`config.mk`:
```
export PLATFORM = sky130hd
export DESIGN_NAME = prim_assembler
export DESIGN_NICKNAME = d
export VERILOG_FILES = /design/src/rtl/prim_assembler.sv
export SDC_FILE = /design/constraint.sdc
export NUM_CORES = 1
export LEC_CHECK = 0
export CAP_MARGIN = 20
export CORE_MARGIN = 1
export CORE_UTILIZATION = 53
export CTS_BUF_LIST = sky130_fd_sc_hd__clkbuf_8
export DETAILED_ROUTE_END_ITERATION = 16
export PLACE_DENSITY_LB_ADDON = 0.15
export SYNTH_ARGS = -nofsm -noshare
export SYNTH_HDL_FRONTEND = slang
export SYNTH_SLANG_ARGS = --single-unit
```
`constraint.sdc`:
```
create_clock -name clk -period 2.3 [get_ports clk]
set_input_delay 0.345 -clock clk [delete_from_list [all_inputs] [get_ports clk]]
set_output_delay 0.345 -clock clk [all_outputs]
set_load 0.03 [all_outputs]
```
`src/rtl/prim_assembler.sv`:
```
// Triangle assembly: groups a screen-space vertex stream into list or strip triangles.
// Optional build macro PRIM_ASM_CULL_DEGEN_EN drops triangles with two bit-identical vertices.
module prim_assembler #(
    parameter int COORD_W = 32,
    parameter int CNT_W   = 16
) (
    input  logic               clk,
    input  logic               reset,
    input  logic               mode,
    input  logic               vtx_valid,
    output logic               vtx_ready,
    input  logic [COORD_W-1:0] vtx_x,
    input  logic [COORD_W-1:0] vtx_y,
    input  logic               vtx_last,
    output logic               tri_valid,
    input  logic               tri_ready,
    output logic [COORD_W-1:0] tri_v0_x,
    output logic [COORD_W-1:0] tri_v0_y,
    output logic [COORD_W-1:0] tri_v1_x,
    output logic [COORD_W-1:0] tri_v1_y,
    output logic [COORD_W-1:0] tri_v2_x,
    output logic [COORD_W-1:0] tri_v2_y,
    output logic [CNT_W-1:0]   tri_count,
    output logic [CNT_W-1:0]   drop_count,
    output logic [CNT_W-1:0]   cull_count,
    output logic [1:0]         dbg_state
);

    // Both sides are valid/ready: a transfer happens on a rising edge where valid and ready
    // are both high; valid never waits on ready, and a stalled output holds all its data.

    typedef enum logic [1:0] {S0 = 2'd0, S1 = 2'd1, S2 = 2'd2, ST = 2'd3} state_e;

    state_e             state_q, state_d;
    logic               parity_q, parity_d;
    logic               mode_q, mode_d;
    logic [COORD_W-1:0] p0_x_q, p0_x_d, p0_y_q, p0_y_d;
    logic [COORD_W-1:0] p1_x_q, p1_x_d, p1_y_q, p1_y_d;
    logic               tv_q, tv_d;
    logic [COORD_W-1:0] t0x_q, t0x_d, t0y_q, t0y_d;
    logic [COORD_W-1:0] t1x_q, t1x_d, t1y_q, t1y_d;
    logic [COORD_W-1:0] t2x_q, t2x_d, t2y_q, t2y_d;
    logic [CNT_W-1:0]   tri_cnt_q, tri_cnt_d;
    logic [CNT_W-1:0]   drop_cnt_q, drop_cnt_d;

    logic               hs;
    logic               complete;
    logic               degen;
    logic [COORD_W-1:0] a_x, a_y, b_x, b_y;

    function automatic logic [CNT_W-1:0] sat_inc(input logic [CNT_W-1:0] v);
        return (&v) ? v : v + {{(CNT_W-1){1'b0}}, 1'b1};
    endfunction

    assign vtx_ready = !tv_q || tri_ready;
    assign hs        = vtx_valid && vtx_ready;
    assign complete  = hs && ((state_q == S2) || (state_q == ST));

    // Odd strip triangles swap the two held vertices to keep a consistent winding.
    always_comb begin
        a_x = p0_x_q;
        a_y = p0_y_q;
        b_x = p1_x_q;
        b_y = p1_y_q;
        if (state_q == ST && parity_q) begin
            a_x = p1_x_q;
            a_y = p1_y_q;
            b_x = p0_x_q;
            b_y = p0_y_q;
        end
    end

`ifdef PRIM_ASM_CULL_DEGEN_EN
    logic [CNT_W-1:0] cull_cnt_q, cull_cnt_d;

    assign degen = ((a_x == b_x) && (a_y == b_y)) ||
                   ((a_x == vtx_x) && (a_y == vtx_y)) ||
                   ((b_x == vtx_x) && (b_y == vtx_y));

    always_comb begin
        cull_cnt_d = cull_cnt_q;
        if (complete && degen) cull_cnt_d = sat_inc(cull_cnt_q);
    end

    always_ff @(posedge clk or negedge reset) begin
        if (!reset) cull_cnt_q <= '0;
        else        cull_cnt_q <= cull_cnt_d;
    end

    assign cull_count = cull_cnt_q;
`else
    assign degen      = 1'b0;
    assign cull_count = '0;
`endif

    always_comb begin
        state_d    = state_q;
        parity_d   = parity_q;
        mode_d     = mode_q;
        p0_x_d     = p0_x_q;
        p0_y_d     = p0_y_q;
        p1_x_d     = p1_x_q;
        p1_y_d     = p1_y_q;
        drop_cnt_d = drop_cnt_q;
        if (hs) begin
            unique case (state_q)
                S0: begin
                    p0_x_d = vtx_x;
                    p0_y_d = vtx_y;
                    mode_d = mode;
                    if (vtx_last) drop_cnt_d = sat_inc(drop_cnt_q);
                    else          state_d = S1;
                end
                S1: begin
                    p1_x_d = vtx_x;
                    p1_y_d = vtx_y;
                    if (vtx_last) begin
                        drop_cnt_d = sat_inc(drop_cnt_q);
                        state_d    = S0;
                    end else begin
                        state_d = S2;
                    end
                end
                default: begin
                    // S2 or ST: this vertex completes a triangle
                    if (vtx_last || (state_q == S2 && !mode_q)) begin
                        state_d  = S0;
                        parity_d = 1'b0;
                    end else begin
                        p0_x_d   = p1_x_q;
                        p0_y_d   = p1_y_q;
                        p1_x_d   = vtx_x;
                        p1_y_d   = vtx_y;
                        parity_d = (state_q == S2) ? 1'b1 : !parity_q;
                        state_d  = ST;
                    end
                end
            endcase
        end
    end

    always_comb begin
        tv_d      = tv_q;
        t0x_d     = t0x_q;
        t0y_d     = t0y_q;
        t1x_d     = t1x_q;
        t1y_d     = t1y_q;
        t2x_d     = t2x_q;
        t2y_d     = t2y_q;
        tri_cnt_d = tri_cnt_q;
        if (complete && !degen) begin
            tv_d      = 1'b1;
            t0x_d     = a_x;
            t0y_d     = a_y;
            t1x_d     = b_x;
            t1y_d     = b_y;
            t2x_d     = vtx_x;
            t2y_d     = vtx_y;
            tri_cnt_d = sat_inc(tri_cnt_q);
        end else if (tri_ready) begin
            tv_d = 1'b0;
        end
    end

    always_ff @(posedge clk or negedge reset) begin
        if (!reset) begin
            state_q    <= S0;
            parity_q   <= 1'b0;
            mode_q     <= 1'b0;
            p0_x_q     <= '0;
            p0_y_q     <= '0;
            p1_x_q     <= '0;
            p1_y_q     <= '0;
            tv_q       <= 1'b0;
            t0x_q      <= '0;
            t0y_q      <= '0;
            t1x_q      <= '0;
            t1y_q      <= '0;
            t2x_q      <= '0;
            t2y_q      <= '0;
            tri_cnt_q  <= '0;
            drop_cnt_q <= '0;
        end else begin
            state_q    <= state_d;
            parity_q   <= parity_d;
            mode_q     <= mode_d;
            p0_x_q     <= p0_x_d;
            p0_y_q     <= p0_y_d;
            p1_x_q     <= p1_x_d;
            p1_y_q     <= p1_y_d;
            tv_q       <= tv_d;
            t0x_q      <= t0x_d;
            t0y_q      <= t0y_d;
            t1x_q      <= t1x_d;
            t1y_q      <= t1y_d;
            t2x_q      <= t2x_d;
            t2y_q      <= t2y_d;
            tri_cnt_q  <= tri_cnt_d;
            drop_cnt_q <= drop_cnt_d;
        end
    end

    assign tri_valid  = tv_q;
    assign tri_v0_x   = t0x_q;
    assign tri_v0_y   = t0y_q;
    assign tri_v1_x   = t1x_q;
    assign tri_v1_y   = t1y_q;
    assign tri_v2_x   = t2x_q;
    assign tri_v2_y   = t2y_q;
    assign tri_count  = tri_cnt_q;
    assign drop_count = drop_cnt_q;
    assign dbg_state  = state_q;

endmodule

```
Word level (Yosys, flattened, before mapping)
Cells that the tools add are included.

Flip-flop bits (word level): 357. Bits of input ports: 70. Output and inout port bits: 244. Logic and storage cells: 71.

Add/sub/neg operators: 2. Equal/unequal tests: 6. Muxes and demuxes: 20. Bitwise logic cells: 5. Reduce and logical (&&, ||, !) cells: 22.

Operators by type and width (count): 32-bit 2-to-1 mux (8); 32-bit one-hot mux with 2 select lines (4); 16-bit by 1-bit adder with 16-bit output, second input constant (2); 16-bit AND reduction (2); 2-bit AND reduction (4); 2-bit 2-to-1 mux (3); 3-bit AND reduction (2); 1-bit NOT (5); 2-bit == test, second input constant (2); 1-bit logical AND (4); 1-bit 2-to-1 mux (4); 2-bit by 1-bit != test with 1-bit output, second input constant (2); 2-bit one-hot mux with 2 select lines (1); 4-bit AND reduction (1); 1-bit zero test (3); 1-bit logical OR (3); 2-bit by 1-bit == test with 1-bit output, second input constant (1); 2-bit zero test (1); 2-bit != test, second input constant (1); 2-bit nonzero test (1); 2-bit OR reduction (1).

Longest topological paths before layout
Gate-level depths: netlist (run 1).

Word-level depth: 5. Depth in mapped cells: 9. Gate-level depth less buffers: 6.

Worst setup path after synthesis (run 1)
No wires, ideal clock.

Kind: reg2reg. From: register tv_q, in the netlist tri_valid. To: register p1_x_q[0]. Setup time: 0.125 ns. Arrival: 1.749 ns. Data required time: 2.175 ns. Setup slack: 0.426 ns. Stages on the path, launching flop included: 8. Buffers on the path: 3. Clock period less this slack: 1.874 ns. Cells stage by stage: dfrtp_1 nand2b_1 buf_4 nand2_2 a211o_1 buf_6 buf_6 mux2_4.

Word-level cells in the longest chain between the ends: 4.

RTL lines: from (decl) (RTL line 39) `logic tv_q, tv_d;`; from (signal assigned) (RTL line 191) `tv_q <= tv_d;`; 1-bit zero test (RTL line 55) `assign vtx_ready = !tv_q || tri_ready;`; 1-bit logical OR (RTL line 55); named net vtx_ready (RTL line 11) `output logic vtx_ready,`; 1-bit logical AND (RTL line 56) `assign hs = vtx_valid && vtx_ready;`; 3-bit AND reduction (no source line); to (signal assigned) (RTL line 189) `p1_x_q <= p1_x_d;`; to (decl) (RTL line 38) `logic [COORD_W-1:0] p1_x_q, p1_x_d, p1_y_q, p1_y_d;`.

The timed path passes the listed nets, and every way through them passes these cells. A chain may end at the register's enable or synchronous reset.

Worst setup path after layout (run 1)
From: register drop_cnt_q[5], in the netlist drop_count[5]. To: output drop_count[5].

RTL lines: from (decl) (RTL line 44) `logic [CNT_W-1:0] drop_cnt_q, drop_cnt_d;`; from (signal assigned) (RTL line 199) `drop_cnt_q <= drop_cnt_d;`; to (decl) (RTL line 24) `output logic [CNT_W-1:0] drop_count,`.

No word-level cell between the ends.

==> run_results.csv, run 1 <==
group,metric,value,unit
outcome,status,"completed",
detailed_routing,drc,0,
critical_path,path_delay_family,"buffers and inverters",
detailed_routing,postRouteWirelength,34.7,mm
cells_and_area,syn_to_final_growth,30.9,%
cells_and_area,final_area,20400,sq um
synth,ys_seq_area_share,57.4,%
critical_path,path_buf_inv,1,
grt,grt_pass1_vias,11100,
die,core,28800,sq um
clock_network,clkTransAtPathRegs,60,ps
critical_path,cp_cell_sequence,"clkdlybuf4s50_1",
detailed_routing,num_vias,10700,
sta,finalCriticalPeriod,2090,ps
grt,grt_max_degree,79,
critical_path,setup.worst_path.start_class,"flip-flop",
detailed_routing,viasPerCell,5.24,
sta,rsz0062_at_grt,"false",
clock_network,clock_sinks,357,
critical_path,setup.worst_path.end_class,"output pin",
detailed_routing,first_iter_violations,492,
critical_path,cp_slowest_stage_delay,720,ps
clock_network,cts.path.max_buffers,3,
die,initial_core_util,54.1,%
cells_and_area,fin_nets,1676,
grt,gr-usage-all-layers,23.5,%
critical_path,path_class,"reg -> out",
placed_design,dp_hpwl,23.7,mm
cells_and_area,layout-drive-gt1-share,16.8,%
clock_network,cts_buffers,58,
worst_hold_path,hp-class,"in -> async",
placed_design,io_buffers,297,
die,dieArea,30100,sq um
detailed_routing,wl_per_cell,17.0,um
sta,finClkSkew,12.0,ps
synth,yosys_most_used_dff,"dfrtp_1",
grt,overflow,0,
synth,ys_warn_count,0,
critical_path,cp_data_required_time,1960,ps
critical_path,crit_fanout,6,
cells_and_area,stdcell_count,2035,
sta,final.setup.tns,0,ps
sta,period_share,91.0,%
synth,synth-seq-cells,357,
synth,synth_area,15600,sq um
placed_design,placed_cells,1927,
detailed_routing,ant_nets,0,
placed_design,gp_congestion,0.791,
detailed_routing,first_pass_iters,4,
sta,final_hold_viol_count,0,
synth,postSynth.asyncResetShare,100,%
clock_network,clock_tree.root_cell,"clkbuf_8",
synth,syn_area_per_cell,12.2,sq um
die,row_count,62,
power,power.density,1510,nW/um^2
synth,syn_inst,1280,
sta,drv_slew,0,
die,die_h,173,um
synth,synth_enable_flop_cells,0,
sta,fmax,0.478,GHz
critical_path,cp_slowest_cell,"clkdlybuf4s50_1",
placed_design,postPlaceCellArea,19200,sq um
synth,synthDistinctLibCells,41,
die,die_x,173,um
clock_network,postCtsSetupRepairBufs,0,
power,irDropWorstVdd,879,uV
critical_path,arrival,1750,ps
flow_run,maxCapViolCount,0,
sta,setup_viol,0,
die,pin_count,314,
power,power.leakage,0.00986,uW
clock_network,cts_tree,"built",
clock_network,h-tree-depth,2,
grt,antenna_found_initial,1,
clock_network,clk_latency,580,ps
grt,grt_pass1_wl,57.2,mm
stage by stage:
stage	power (uW)	worst slack, ps	util (%)	hold slack, ps
after floorplan	20000	426	-	49.4
after CTS	31100	4.88	70.8	273
after global placement	25200	-7.31	66.7	307
final	30800	207	70.8	291
after detailed placement	25600	-67.5	66.7	307
after global routing	32700	115	70.8	303
what timing repair did:
item                                   in CTS  in global routing
setup endpoints to repair                   2                  1
hold buffers                                1                  0
cloned                                      0                  0
gates resized for setup                     2                  1
endpoints found under the hold margin      46                  0
final timing paths:
check	start	end	slack (ps)	cells past startpoint
max reg2reg	tri_valid$_DFFE_PN0P_	p0_y_q[21]$_DFFE_PN0P_	400	8
min	reset	tri_count[6]$_DFFE_PN0P_	290	2
min in group clk	vtx_y[7]	p1_y_q[7]$_DFFE_PN0P_	450	2
min reg2reg	tri_v1_y[18]$_DFFE_PN0P_	tri_v1_y[18]$_DFFE_PN0P_	480	2
max	drop_count[5]$_DFFE_PN0P_	drop_count[5]	210	1
max in group asynchronous	reset	tri_v1_y[16]$_DFFE_PN0P_	1210	3
layout make-up:
class	count	area, sq um
clock inverters	29	113
inverters	2	7.51
flip-flops and latches	357	8930
repair buffers	345	3600
clock buffers	77	1060
multi-input cells	840	6170
fillers	2090	8410
well taps	384	480
diodes	1	2.50
synth_stat cells (2+ instances only):
library cell	count	area (sq um)
nand3_1	10	50.1
o21ai_0	133	666
mux2i_1	192	1920
buf_2	44	220
xnor2_1	18	158
nand2_1	141	529
buf_6	6	67.6
mux2_4	49	736
a21oi_1	68	340
clkbuf_1	21	78.8
nand3_2	2	20.0
nor2_1	73	274
ha_1	2	25.0
xor2_1	11	96.3
and3_1	4	25.0
inv_1	2	7.51
dfrtp_1	357	8930
nor3_1	6	30.0
nand4_1	13	81.3
buf_4	25	188
or3_4	2	22.5
mux2_2	82	923
logic make-up after synthesis:
kind of cell / synth area share (%)
AND/OR/NAND/NOR: 7.37
multiplexers: 23.0
adder cells (fa/ha/maj): 0.161
flip-flops: 57.4
XOR/XNOR: 1.63
buffers and inverters: 3.61
other: 0.0241
AO/OA/AOI/OAI: 6.82
placed cells by master, fill, tap and decap left out, types with 2 or more instances in the layout:
| cell type | n |
|---|---|
| clkbuf_8 | 77 |
| conb_1 | 16 |
| clkdlybuf4s50_1 | 293 |
| and3_1 | 4 |
| o21ai_0 | 133 |
| buf_12 | 21 |
| dfrtp_1 | 356 |
| xnor2_1 | 18 |
| nor2_1 | 72 |
| or3_4 | 2 |
| xor2_1 | 11 |
| buf_4 | 27 |
| nand4_1 | 13 |
| mux2_2 | 82 |
| nand3_1 | 10 |
| nand2_1 | 140 |
| mux2_4 | 49 |
| ha_1 | 2 |
| inv_1 | 28 |
| a21oi_1 | 68 |
| mux2i_1 | 192 |
| clkinv_2 | 3 |
| nor3_1 | 6 |
flip-flops by register name, indices dropped and copies added, names as in the netlist, 16 cells and up:
signal      flops
drop_count     16
tri_v2_x       32
tri_v0_y       32
tri_v1_y       32
tri_v1_x       32
tri_count      16
tri_v2_y       32
p1_y_q         32
tri_v0_x       32
p1_x_q         32
p0_y_q         32
p0_x_q         32
per-layer routing:
layer	share of wire [%]	vias up	global-route usage (%)
li1	-	5079	-
met1	44	5301	30.9
met2	48	246	38.1
met3	6.2	47	6.86
met4	1.7	0	6.23
met5	0	-	0
where the power goes:
group          switching (uW)  internal (uW)  total (uW)
Combinational            7620           6570       14200
Clock                    2400           2960        5360
Sequential               2120           9180       11300
No activity file was read; power rests on OpenSTA's default activity.
==> run 2: changes to the inputs <==
--- a/config.mk
+++ b/config.mk
@@ -5,11 +5,14 @@
 export SDC_FILE = /design/constraint.sdc
 export NUM_CORES = 1
 export LEC_CHECK = 0
+export ABC_CLOCK_PERIOD_IN_PS = 2300
 export CAP_MARGIN = 20
+export CORE_ASPECT_RATIO = 0.6
 export CORE_MARGIN = 1
 export CORE_UTILIZATION = 53
 export CTS_BUF_LIST = sky130_fd_sc_hd__clkbuf_8
 export DETAILED_ROUTE_END_ITERATION = 16
+export GPL_TIMING_DRIVEN = 0
 export PLACE_DENSITY_LB_ADDON = 0.15
 export SYNTH_ARGS = -nofsm -noshare
 export SYNTH_HDL_FRONTEND = slang
==> run_results.csv, run 2 (synthesis gave the netlist of run 1 again) <==
group,metric,value,unit
outcome,status,"completed",
cells_and_area,syn_to_final_growth,30.1,%
sta,whs,321,ps
sta,relSlewSlack,41.3,%
clock_network,cts_tree,"built",
critical_path,crit_fanout,8,
critical_path,rr_startpoint,"tri_valid$_DFFE_PN0P_",
cells_and_area,layout-drive-gt1-share,17.5,%
die,row_count,48,
detailed_routing,dr_wl_met3,2.24,mm
grt,grt_max_degree,117,
worst_hold_path,hp-class,"in -> async",
flow_run,maxCapViolCount,0,
sta,finalCriticalPeriod,2160,ps
sta,fmax,0.463,GHz
power,power.density,1530,nW/um^2
clock_network,cts.path.max_buffers,3,
detailed_routing,num_vias,11200,
sta,setup_viol,0,
critical_path,r2r-end,"tri_v0_y[30]$_DFFE_PN0P_",
grt,antenna_found_initial,0,
critical_path,cp_data_required_time,1960,ps
sta,rsz0062_at_grt,"false",
clock_network,clkTransAtPathRegs,60,ps
grt,overflow,0,
critical_path,path_delay_family,"buffers and inverters",
sta,final.setup.tns,0,ps
detailed_routing,wl_per_cell,19.7,um
cells_and_area,stdcell_count,2068,
critical_path,crit_cells,1,
critical_path,cp_slowest_stage_delay,740,ps
sta,finClkSkew,17.7,ps
critical_path,r2r_cells,6,
sta,tightest_slew,880,ps
detailed_routing,first_pass_iters,5,
grt,grt_pass1_wl,64.3,mm
critical_path,setup.worst_path.start,"dbg_state[0]$_DFFE_PN0P_",
placed_design,dp_hpwl,28.4,mm
detailed_routing,top_layer,"met4",
power,irDropWorstVdd,827,uV
detailed_routing,wl_met2,18.6,mm
clock_network,clock_tree.root_cell,"clkbuf_8",
critical_path,cp_slowest_cell,"clkdlybuf4s50_1",
detailed_routing,ant_nets,0,
clock_network,clk_latency,590,ps
sta,fin_ws,140,ps
placed_design,io_buffers,297,
clock_network,clock_sinks,357,
placed_design,gp_congestion,0.804,
die,die_x,223,um
critical_path,setup.worst_path.end_class,"output pin",
cells_and_area,layout_common_cells,"357 x dfrtp_1, 295 x clkdlybuf4s50_1, 192 x mux2i_1",
detailed_routing,drc,0,
clock_network,cts_buffers,53,
clock_network,h-tree-depth,2,
die,pin_count,314,
critical_path,setup.worst_path.start_class,"flip-flop",
detailed_routing,first_iter_violations,653,
sta,final_hold_viol_count,0,
clock_network,postCtsSetupRepairBufs,0,
cells_and_area,diodes,0,
cells_and_area,fin_nets,1723,
critical_path,path_class,"reg -> out",
critical_path,critPathCapture,"dbg_state[0]",
die,initial_core_util,54.0,%
cells_and_area,final_util,70.3,%
grt,grt_pass1_vias,11500,
die,core,28800,sq um
critical_path,path_buf_inv,1,
die,die_h,135,um
detailed_routing,viasPerCell,5.41,
grt,gr-usage-all-layers,27.4,%
placed_design,placed_cells,1970,
die,dieArea,30100,sq um
critical_path,reg2reg_slack,170,ps
cells_and_area,layout_commonest_cell,"dfrtp_1",
power,power.leakage,0.00983,uW
critical_path,arrival,1820,ps
cells_and_area,fillers,2180,
sta,period_share,93.9,%
critical_path,cp_cell_sequence,"clkdlybuf4s50_1",
detailed_routing,postRouteWirelength,40.7,mm
placed_design,dpl_worst_slack,-423,ps
detailed_routing,met1Wirelength,19.2,mm
sta,drv_slew,0,
run 2: stage by stage:
step,total power [uW],area (sq um)
2_1_floorplan,20000,15600
3_3_place_gp,25400,19100
3_5_place_dp,25800,19200
4_1_cts,31100,20200
5_1_grt,32600,20300
6_report,30900,20300
run 2: report_power, final:
part / total [uW] / internal [uW] / switching (uW)
sequential: 11300 / 9170 / 2100
combinational: 14500 / 6460 / 7990
clock: 5190 / 2740 / 2450
run 2: cell type report:
cell class / instances / area (sq um) / area share [%]
Sequential cell: 357 / 8930 / 44.1
Multi-Input combinational cell: 840 / 6130 / 30.3
Timing Repair Buffer: 301 / 3070 / 15.2
Clock buffer: 71 / 977 / 4.82
Buffer: 96 / 559 / 2.76
Tap cell: 375 / 469 / 2.32
Clock inverter: 26 / 105 / 0.519
Inverter: 2 / 7.51 / 0.0371
run 2: worst reg2reg max path, stage by stage, from the launching register on:
cell	delay, ps
dfrtp_1	340
nand2b_1	60
buf_4	170
nand3_2	100
clkbuf_1	610
clkbuf_1	510
o21ai_0	190
run 2: how the worst min path moves through the flow:
stage / from / endpoint / cells past startpoint
floorplan: reset / dbg_state[0]$_DFFE_PN0P_ / 0
global placement: tri_v0_x[4]$_DFFE_PN0P_ / tri_v0_x[4]$_DFFE_PN0P_ / 2
detailed placement: reset / tri_v2_x[17]$_DFFE_PN0P_ / 1
CTS: reset / tri_v2_x[17]$_DFFE_PN0P_ / 2
global route: mode / mode_q$_DFFE_PN0P_ / 2
finish: reset / tri_v2_x[17]$_DFFE_PN0P_ / 2
run 2: routing by layer:
| layer | vias up | global-route usage (%) |
|---|---|---|
| met1 | 5650 | 39.9 |
| li1 | 5191 | - |
| met4 | 0 | 6.51 |
| met5 | - | 0 |
| met2 | 292 | 42.3 |
| met3 | 49 | 5.68 |
run 2: what timing repair did:
item,CTS,global route
gates resized for setup,0,3
hold buffers,1,0
hold endpoints to repair,75,0
endpoints found under the setup margin,0,20
